[src/rtl/mem_access_ctrl.sv]
// Coprocessor-to-register-file access controller: turns held cp read/write requests
// into single-cycle register-file strobes and returns a one-cycle completion pulse.
module mem_access_ctrl #(
  parameter int unsigned size          = 2,
  parameter int unsigned cell_width    = 32,
  parameter int unsigned address_width = $clog2(size * size),
  parameter int unsigned width         = size * cell_width
) (
  input  logic                     in_clk,
  input  logic                     in_reset,
  input  logic                     in_cp_read_en,
  input  logic                     in_cp_write_en,
  input  logic [address_width-1:0] in_cp_address,
  input  logic [1:0]               in_cp_type,
  input  logic [1:0]               in_cp_matrix,
  input  logic [width-1:0]         in_cp_data,
  output logic [width-1:0]         out_cp_data,
  output logic                     out_cp_ready,
  output logic [address_width-1:0] out_rf_address,
  output logic [1:0]               out_rf_type,
  output logic [1:0]               out_rf_matrix,
  output logic [width-1:0]         out_rf_data,
  output logic                     out_rf_read_en,
  output logic                     out_rf_write_en,
  input  logic [width-1:0]         in_rf_data,
  output logic                     out_busy,
  output logic                     out_err,
  output logic [15:0]              out_rd_count,
  output logic [15:0]              out_wr_count
);

  typedef enum logic [2:0] {
    IDLE,
    RD_ISSUE,
    RD_CAPT,
    WR_ISSUE,
    DONE
  } state_t;

  state_t                   state_q, state_d;
  logic [width-1:0]         cp_data_q, cp_data_d;
  logic                     cp_ready_q, cp_ready_d;
  logic [address_width-1:0] rf_addr_q, rf_addr_d;
  logic [1:0]               rf_type_q, rf_type_d;
  logic [1:0]               rf_matrix_q, rf_matrix_d;
  logic [width-1:0]         rf_data_q, rf_data_d;
  logic                     rf_rd_q, rf_rd_d;
  logic                     rf_wr_q, rf_wr_d;
  logic                     busy_q, busy_d;
  logic                     err_q, err_d;
  logic [15:0]              rd_cnt_q, rd_cnt_d;
  logic [15:0]              wr_cnt_q, wr_cnt_d;

  logic req_invalid;
  assign req_invalid = (in_cp_matrix == 2'b11) || (in_cp_type == 2'b11);

  always_ff @(posedge in_clk or posedge in_reset) begin
    if (in_reset) begin
      state_q     <= IDLE;
      cp_data_q   <= '0;
      cp_ready_q  <= 1'b0;
      rf_addr_q   <= '0;
      rf_type_q   <= '0;
      rf_matrix_q <= '0;
      rf_data_q   <= '0;
      rf_rd_q     <= 1'b0;
      rf_wr_q     <= 1'b0;
      busy_q      <= 1'b0;
      err_q       <= 1'b0;
      rd_cnt_q    <= '0;
      wr_cnt_q    <= '0;
    end else begin
      state_q     <= state_d;
      cp_data_q   <= cp_data_d;
      cp_ready_q  <= cp_ready_d;
      rf_addr_q   <= rf_addr_d;
      rf_type_q   <= rf_type_d;
      rf_matrix_q <= rf_matrix_d;
      rf_data_q   <= rf_data_d;
      rf_rd_q     <= rf_rd_d;
      rf_wr_q     <= rf_wr_d;
      busy_q      <= busy_d;
      err_q       <= err_d;
      rd_cnt_q    <= rd_cnt_d;
      wr_cnt_q    <= wr_cnt_d;
    end
  end

  always_comb begin
    state_d     = state_q;
    cp_data_d   = cp_data_q;
    cp_ready_d  = cp_ready_q;
    rf_addr_d   = rf_addr_q;
    rf_type_d   = rf_type_q;
    rf_matrix_d = rf_matrix_q;
    rf_data_d   = rf_data_q;
    rf_rd_d     = rf_rd_q;
    rf_wr_d     = rf_wr_q;
    err_d       = err_q;
    rd_cnt_d    = rd_cnt_q;
    wr_cnt_d    = wr_cnt_q;

    unique case (state_q)
      IDLE: begin
        if (in_cp_read_en || in_cp_write_en) begin
          if (req_invalid) begin
            // Rejected request still completes so the coprocessor never stalls.
            err_d      = 1'b1;
            cp_data_d  = '0;
            cp_ready_d = 1'b1;
            state_d    = DONE;
          end else begin
            rf_addr_d   = in_cp_address;
            rf_type_d   = in_cp_type;
            rf_matrix_d = in_cp_matrix;
            if (in_cp_read_en) begin
              rf_rd_d = 1'b1;
              state_d = RD_ISSUE;
              if (in_cp_write_en) err_d = 1'b1;
            end else begin
              rf_data_d = in_cp_data;
              rf_wr_d   = 1'b1;
              state_d   = WR_ISSUE;
            end
          end
        end
      end
      RD_ISSUE: begin
        rf_rd_d = 1'b0;
        state_d = RD_CAPT;
      end
      RD_CAPT: begin
        cp_data_d  = in_rf_data;
        cp_ready_d = 1'b1;
        if (rd_cnt_q != 16'hFFFF) rd_cnt_d = rd_cnt_q + 16'd1;
        state_d    = DONE;
      end
      WR_ISSUE: begin
        rf_wr_d    = 1'b0;
        cp_ready_d = 1'b1;
        if (wr_cnt_q != 16'hFFFF) wr_cnt_d = wr_cnt_q + 16'd1;
        state_d    = DONE;
      end
      DONE: begin
        cp_ready_d = 1'b0;
        state_d    = IDLE;
      end
      default: state_d = IDLE;
    endcase

    busy_d = (state_d != IDLE);
  end

  assign out_cp_data     = cp_data_q;
  assign out_cp_ready    = cp_ready_q;
  assign out_rf_address  = rf_addr_q;
  assign out_rf_type     = rf_type_q;
  assign out_rf_matrix   = rf_matrix_q;
  assign out_rf_data     = rf_data_q;
  assign out_rf_read_en  = rf_rd_q;
  assign out_rf_write_en = rf_wr_q;
  assign out_busy        = busy_q;
  assign out_err         = err_q;
  assign out_rd_count    = rd_cnt_q;
  assign out_wr_count    = wr_cnt_q;

endmodule

[config.mk]
export PLATFORM = sky130hd
export DESIGN_NAME = mem_access_ctrl
export DESIGN_NICKNAME = d
export VERILOG_FILES = /design/src/rtl/mem_access_ctrl.sv
export SDC_FILE = /design/constraint.sdc
export NUM_CORES = 1
export LEC_CHECK = 0
export CAP_MARGIN = 20
export CELL_PAD_IN_SITES_DETAIL_PLACEMENT = 1
export CELL_PAD_IN_SITES_GLOBAL_PLACEMENT = 2
export CORE_MARGIN = 3
export CORE_UTILIZATION = 28
export DETAILED_ROUTE_END_ITERATION = 8
export GPL_TIMING_DRIVEN = 0
export PLACE_DENSITY = 0.83
export SYNTH_ARGS = -nofsm -noshare
export SYNTH_HDL_FRONTEND = slang
export SYNTH_SLANG_ARGS = --single-unit
[constraint.sdc]
create_clock -name in_clk -period 10 [get_ports in_clk]
set_clock_uncertainty 0.1 [all_clocks]
set_input_delay 1.5 -clock in_clk [delete_from_list [all_inputs] [get_ports in_clk]]
set_output_delay 1.5 -clock in_clk [all_outputs]
set_load 0.1 [all_outputs]
# Yosys cells after proc, flatten, opt, wreduce, memory -nomap -nowiden
# Cells that the tools add are included.
word_totals:
  mem_bits_ro: 0
  n_memories: 0
  latchBits: 0
  word_cells: 71
  regBits: 174
  input_bits: 138
  ramBits: 0
classes:
  magnitude_cmp: 0
  n_shift: 0
  div_mod_pow: 0
  multipliers: 0
  mux: 21
  n_reduce_logical: 20
  eq_ne: 13
  bitwise_logic: 2
  addsub: 2
op_table:
  columns: ["cell", "count"]
  rows:
  - ["$mux 64", 2]
  - ["$pmux 64 s2", 1]
  - ["$add 16x1->16 const B", 2]
  - ["$ne 16x16->1 const B", 2]
  - ["$reduce_and 4->1", 4]
  - ["$mux 1", 11]
  - ["$ne 2x2->1 const B", 5]
  - ["$reduce_bool 2->1", 5]
  - ["$pmux 3 s3", 1]
  - ["$reduce_and 3->1", 3]
  - ["$eq 3x2->1 const B", 2]
  - ["$mux 3", 2]
  - ["$reduce_bool 3->1", 2]
  - ["$eq 2x2->1 const B", 2]
  - ["$pmux 1 s2", 2]
  - ["$reduce_and 2->1", 2]
  - ["$eq 3x1->1 const B", 1]
  - ["$eq 3x3->1 const B", 1]
  - ["$logic_not 3->1", 1]
  - ["$pmux 1 s3", 1]
  - ["$logic_or 1x1->1", 2]
  - ["$mux 2", 1]
  - ["$not 1->1", 2]
  - ["$reduce_or 2->1", 1]

# Longest topological paths before layout
depth:
  word_depth: 6
  ltp_mapped: 6

# Worst setup path before layout
# No wires, ideal clock.
synth_path:
  path_kind: "input -> register"
  start: "input port in_cp_matrix[0]"
  end: "register rf_data_q[10] (netlist: out_rf_data[10])"
  setup_slack_ns: 7.159
  path_stages: 5
  path_buffers: 2
  setup_ns: 0.126
  arrival_ns: 2.616
  required_ns: 9.774
  cell_sequence: "a22oi_1 -> nand4b_1 -> buf_2 -> buf_2 -> mux2_2"
synth_between:
  elab_chain_len: 4
synth_lines:
  columns: ["element", "line", "rtl"]
  rows:
  - ["start: declaration", "15", "input logic [1:0] in_cp_matrix,"]
  - ["$eq 2x2->1", "55", "assign req_invalid = (in_cp_matrix == 2'b11) || (in_cp_type == 2'b11);"]
  - ["$logic_or 1x1->1", "55", null]
  - ["$not 1->1 (no line)", null, null]
  - ["$reduce_and 4->1 (no line)", null, null]
  - ["end signal: assignment", "79", "rf_data_q <= rf_data_d;"]
  - ["end: declaration", "46", "logic [width-1:0] rf_data_q, rf_data_d;"]
# Every way passes these cells.
# A chain may end at the register's enable or synchronous reset.

# Worst setup path after layout
layout_path:
  start: "register rd_cnt_q[9] (netlist: out_rd_count[9])"
  end: "output port out_rd_count[9]"
layout_lines:
  columns: ["element", "line", "rtl"]
  rows:
  - ["start: declaration", "51", "logic [15:0] rd_cnt_q, rd_cnt_d;"]
  - ["start signal: assignment", "84", "rd_cnt_q <= rd_cnt_d;"]
  - ["end: declaration", "28", "output logic [15:0] out_rd_count,"]
# No word-level cell between the ends.

==> run metrics <==
maximum buffer depth of the clock tree=2; CP max-delay cell=clkdlybuf4s50_1; Nets=941; gpl congestion=0.758; clock-pin slew on the worst setup and hold paths=70 ps; non-filler cells, final=1133; max-slew violations=0; RSZ-0062 raised after global routing=false; layout cell share with drive strength beyond 1=0.156; Hold Path End=out_err$_DFFE_PP0P_; Max Cap Viol=0; HP Class=flop to flop; Port Buf Inserts=308; crit path max fanout=7; Reg2Reg Depth=5; ys async rst share=1.00; All-Layer GR Usage=0.164; Yosys cell types=40; cell with the most instances after synthesis=dfrtp_1; PnR worst setup slack=6330 ps; Hold Path Origin=out_err$_DFFE_PP0P_; GRT overflow=0; average routed wire per standard cell=19.1 um; Place WS=6010 ps; crit-path cells=clkdlybuf4s50_1; largest net degree at the start of global routing=between 100 and 150; number of synthesized flops with an enable pin=0; critical path endpoint category=output pin; vias per cell=approximately 4.6; Inst Count DP=1101; Residual DRC=0; clock buffer count from CTS=17; syn_nets=613; Synth Warn #=0; area of the core=about 0.024 mm2; Most used DFF post-synth=dfrtp_1; Via Count=5248; max incr delay on CP=roughly 1200 ps; setup tns final=0 ps; Setup Viol. Count Final=0; Worst-Margin Slew=1050 ps; utilization of the core after routing=0.460; crit path DAT=2070 ps; status=complete, no violations; First-pass DRT Iterations=4; vias in the first global route=5814; most common library cells after synthesis=174 x dfrtp_1, 72 x mux2_2, 64 x a22o_1, 17 x xor2_1; post-cts resize count=0; worst path buffer plus inverter count=1; 1st-iter DRT viols=203; r2r startpoint=state_q[1]$_DFF_PP0_; worst reg-to-reg setup slack=7760 ps; IO Pins=309; Synth area leader=dfrtp_1; fin crit period=between 3000 and 4000 ps; Area contributors post-synth=dfrtp_1 64%, mux2_2 12%, a22o_1 8.2%; Root Driver=clkbuf_16; worst-skew pair later-pin latency=420 ps; area of the die=0.0262 mm2; Hold Path Stages=1; postcts setup bufs=0; CP required=8400 ps; max_slew headroom=0.295; Routed Antenna Nets=0; Final Hold Vio Count=0; area grow syn2layout=60.2%; depth of the CTS H-tree=4; first-pass GRT wire length=33700 um; post-synthesis cell area=between 0.006 and 0.007 mm2; cell family with most CP delay=buffers and inverters; Diodes inserted=0; Final HPWL DP=~16000 um; Die Wd=162 um; Setup CP Type=flop to output pin; Syn Inst Count=473; Final period util=0.367; Clock Sinks=174; initial antenna violation count=1; fmax=roughly 0.27 GHz; cts hold-fix bufs=0; FF-to-FF End=out_cp_data[58]$_DFFE_PP0P_; Synth top area share=0.641; critical path startpoint category=flop; # rows=56; CTS tree=built; final wirelength=21600 um; sequential element share of the synthesized area=0.641; Avg Cell Area, Syn=between 10 and 15 um2; initial core utilization=0.287; die height=162 um; synthesis-stage register bit count=174
## layout by cell type (no fill, tap or decap), drive strengths merged, types with 2 or more instances in the layout
cell,netlist,routed
nor2,11,11
inv,4,11
o21ai,2,2
dfrtp,174,174
nand3b,2,2
buf,20,21
xnor2,13,13
nor3,6,6
clkinv,0,2
nand4,13,13
and2,4,4
a21oi,8,8
nand2,7,7
a22o,64,64
nor3b,2,2
ha,2,2
clkdlybuf4s50,0,308
clkinvlp,0,2
or2,2,2
and3,2,2
mux2,72,72
nand3,13,13
nor4b,2,2
and4,4,4
o211ai,3,3
nor4,8,8
xor2,17,17
clkbuf,6,26
a211oi,2,2
a21o,2,2
## worst max path at each step
stage | start | to | slack [ps] | cells after the start
finish | out_rd_count[9]$_DFFE_PP0P_ | out_rd_count[9] | 6330 | 1
global route | out_rd_count[9]$_DFFE_PP0P_ | out_rd_count[9] | 6250 | 1
CTS | out_rd_count[9]$_DFFE_PP0P_ | out_rd_count[9] | 6290 | 1
detailed placement | in_cp_matrix[0] | out_cp_data[36]$_DFFE_PP0P_ | 6010 | 6
global placement | in_reset | out_rf_data[0]$_DFFE_PP0P_ | 940 | 2
floorplan | in_reset | out_busy$_DFF_PP0_ | 3680 | 1
## layer usage
metal / track usage / vias up / share of wire
met5: 0 / - / 0.00042
met4: 0.0461 / 2 / 0.017
met3: 0.0630 / 21 / 0.087
met2: 0.271 / 210 / 0.48
met1: 0.202 / 2617 / 0.42
li1: - / 2398 / -
## kinds of logic (layout without fill, tap and decap cells)
| family | count (synthesis) | after routing | synth area share |
|---|---|---|---|
| flip-flops | 174 | 174 | 0.641 |
| AO/OA/AOI/OAI | 84 | 84 | 0.102 |
| AND/OR/NAND/NOR | 81 | 81 | 0.0737 |
| multiplexers | 72 | 72 | 0.119 |
| XOR/XNOR | 30 | 30 | 0.0387 |
| buffers and inverters | 30 | 371 | 0.0215 |
| adder cells (fa/ha/maj) | 2 | 2 | 0.00368 |
## per-stage QoR
step | instance area, um2 | hold WS [ps]
after floorplan | 6800 | 445
after global placement | 10300 | 344
after detailed placement | 10300 | 353
after CTS | 10900 | 371
after global routing | 10900 | 415
final | 10900 | 361
## sequential cells by signal, indices dropped and copies added, names as in the netlist
name and cells:
out_err 1, out_rf_address 2, out_rf_write_en 1, out_cp_data 64
out_rf_data 64, out_rf_matrix 2, out_busy 1, out_rf_read_en 1
out_rf_type 2, state_q 3, out_rd_count 16, out_wr_count 16
out_cp_ready 1
## cell type report
type                       instances  area (um2)
timing repair buffer             309        3110
sequential                       174        4350
clock buffer                      20         447
clock inverter                    12         126
fill                            2511       12800
multi-input combinational        269        2290
buffer                            26         131
inverter                           4        22.5
tap                              319         399
Power is left out: the tool's default activity adds up to more than one toggle a clock period on the data nets, which glitch-free logic cannot reach.
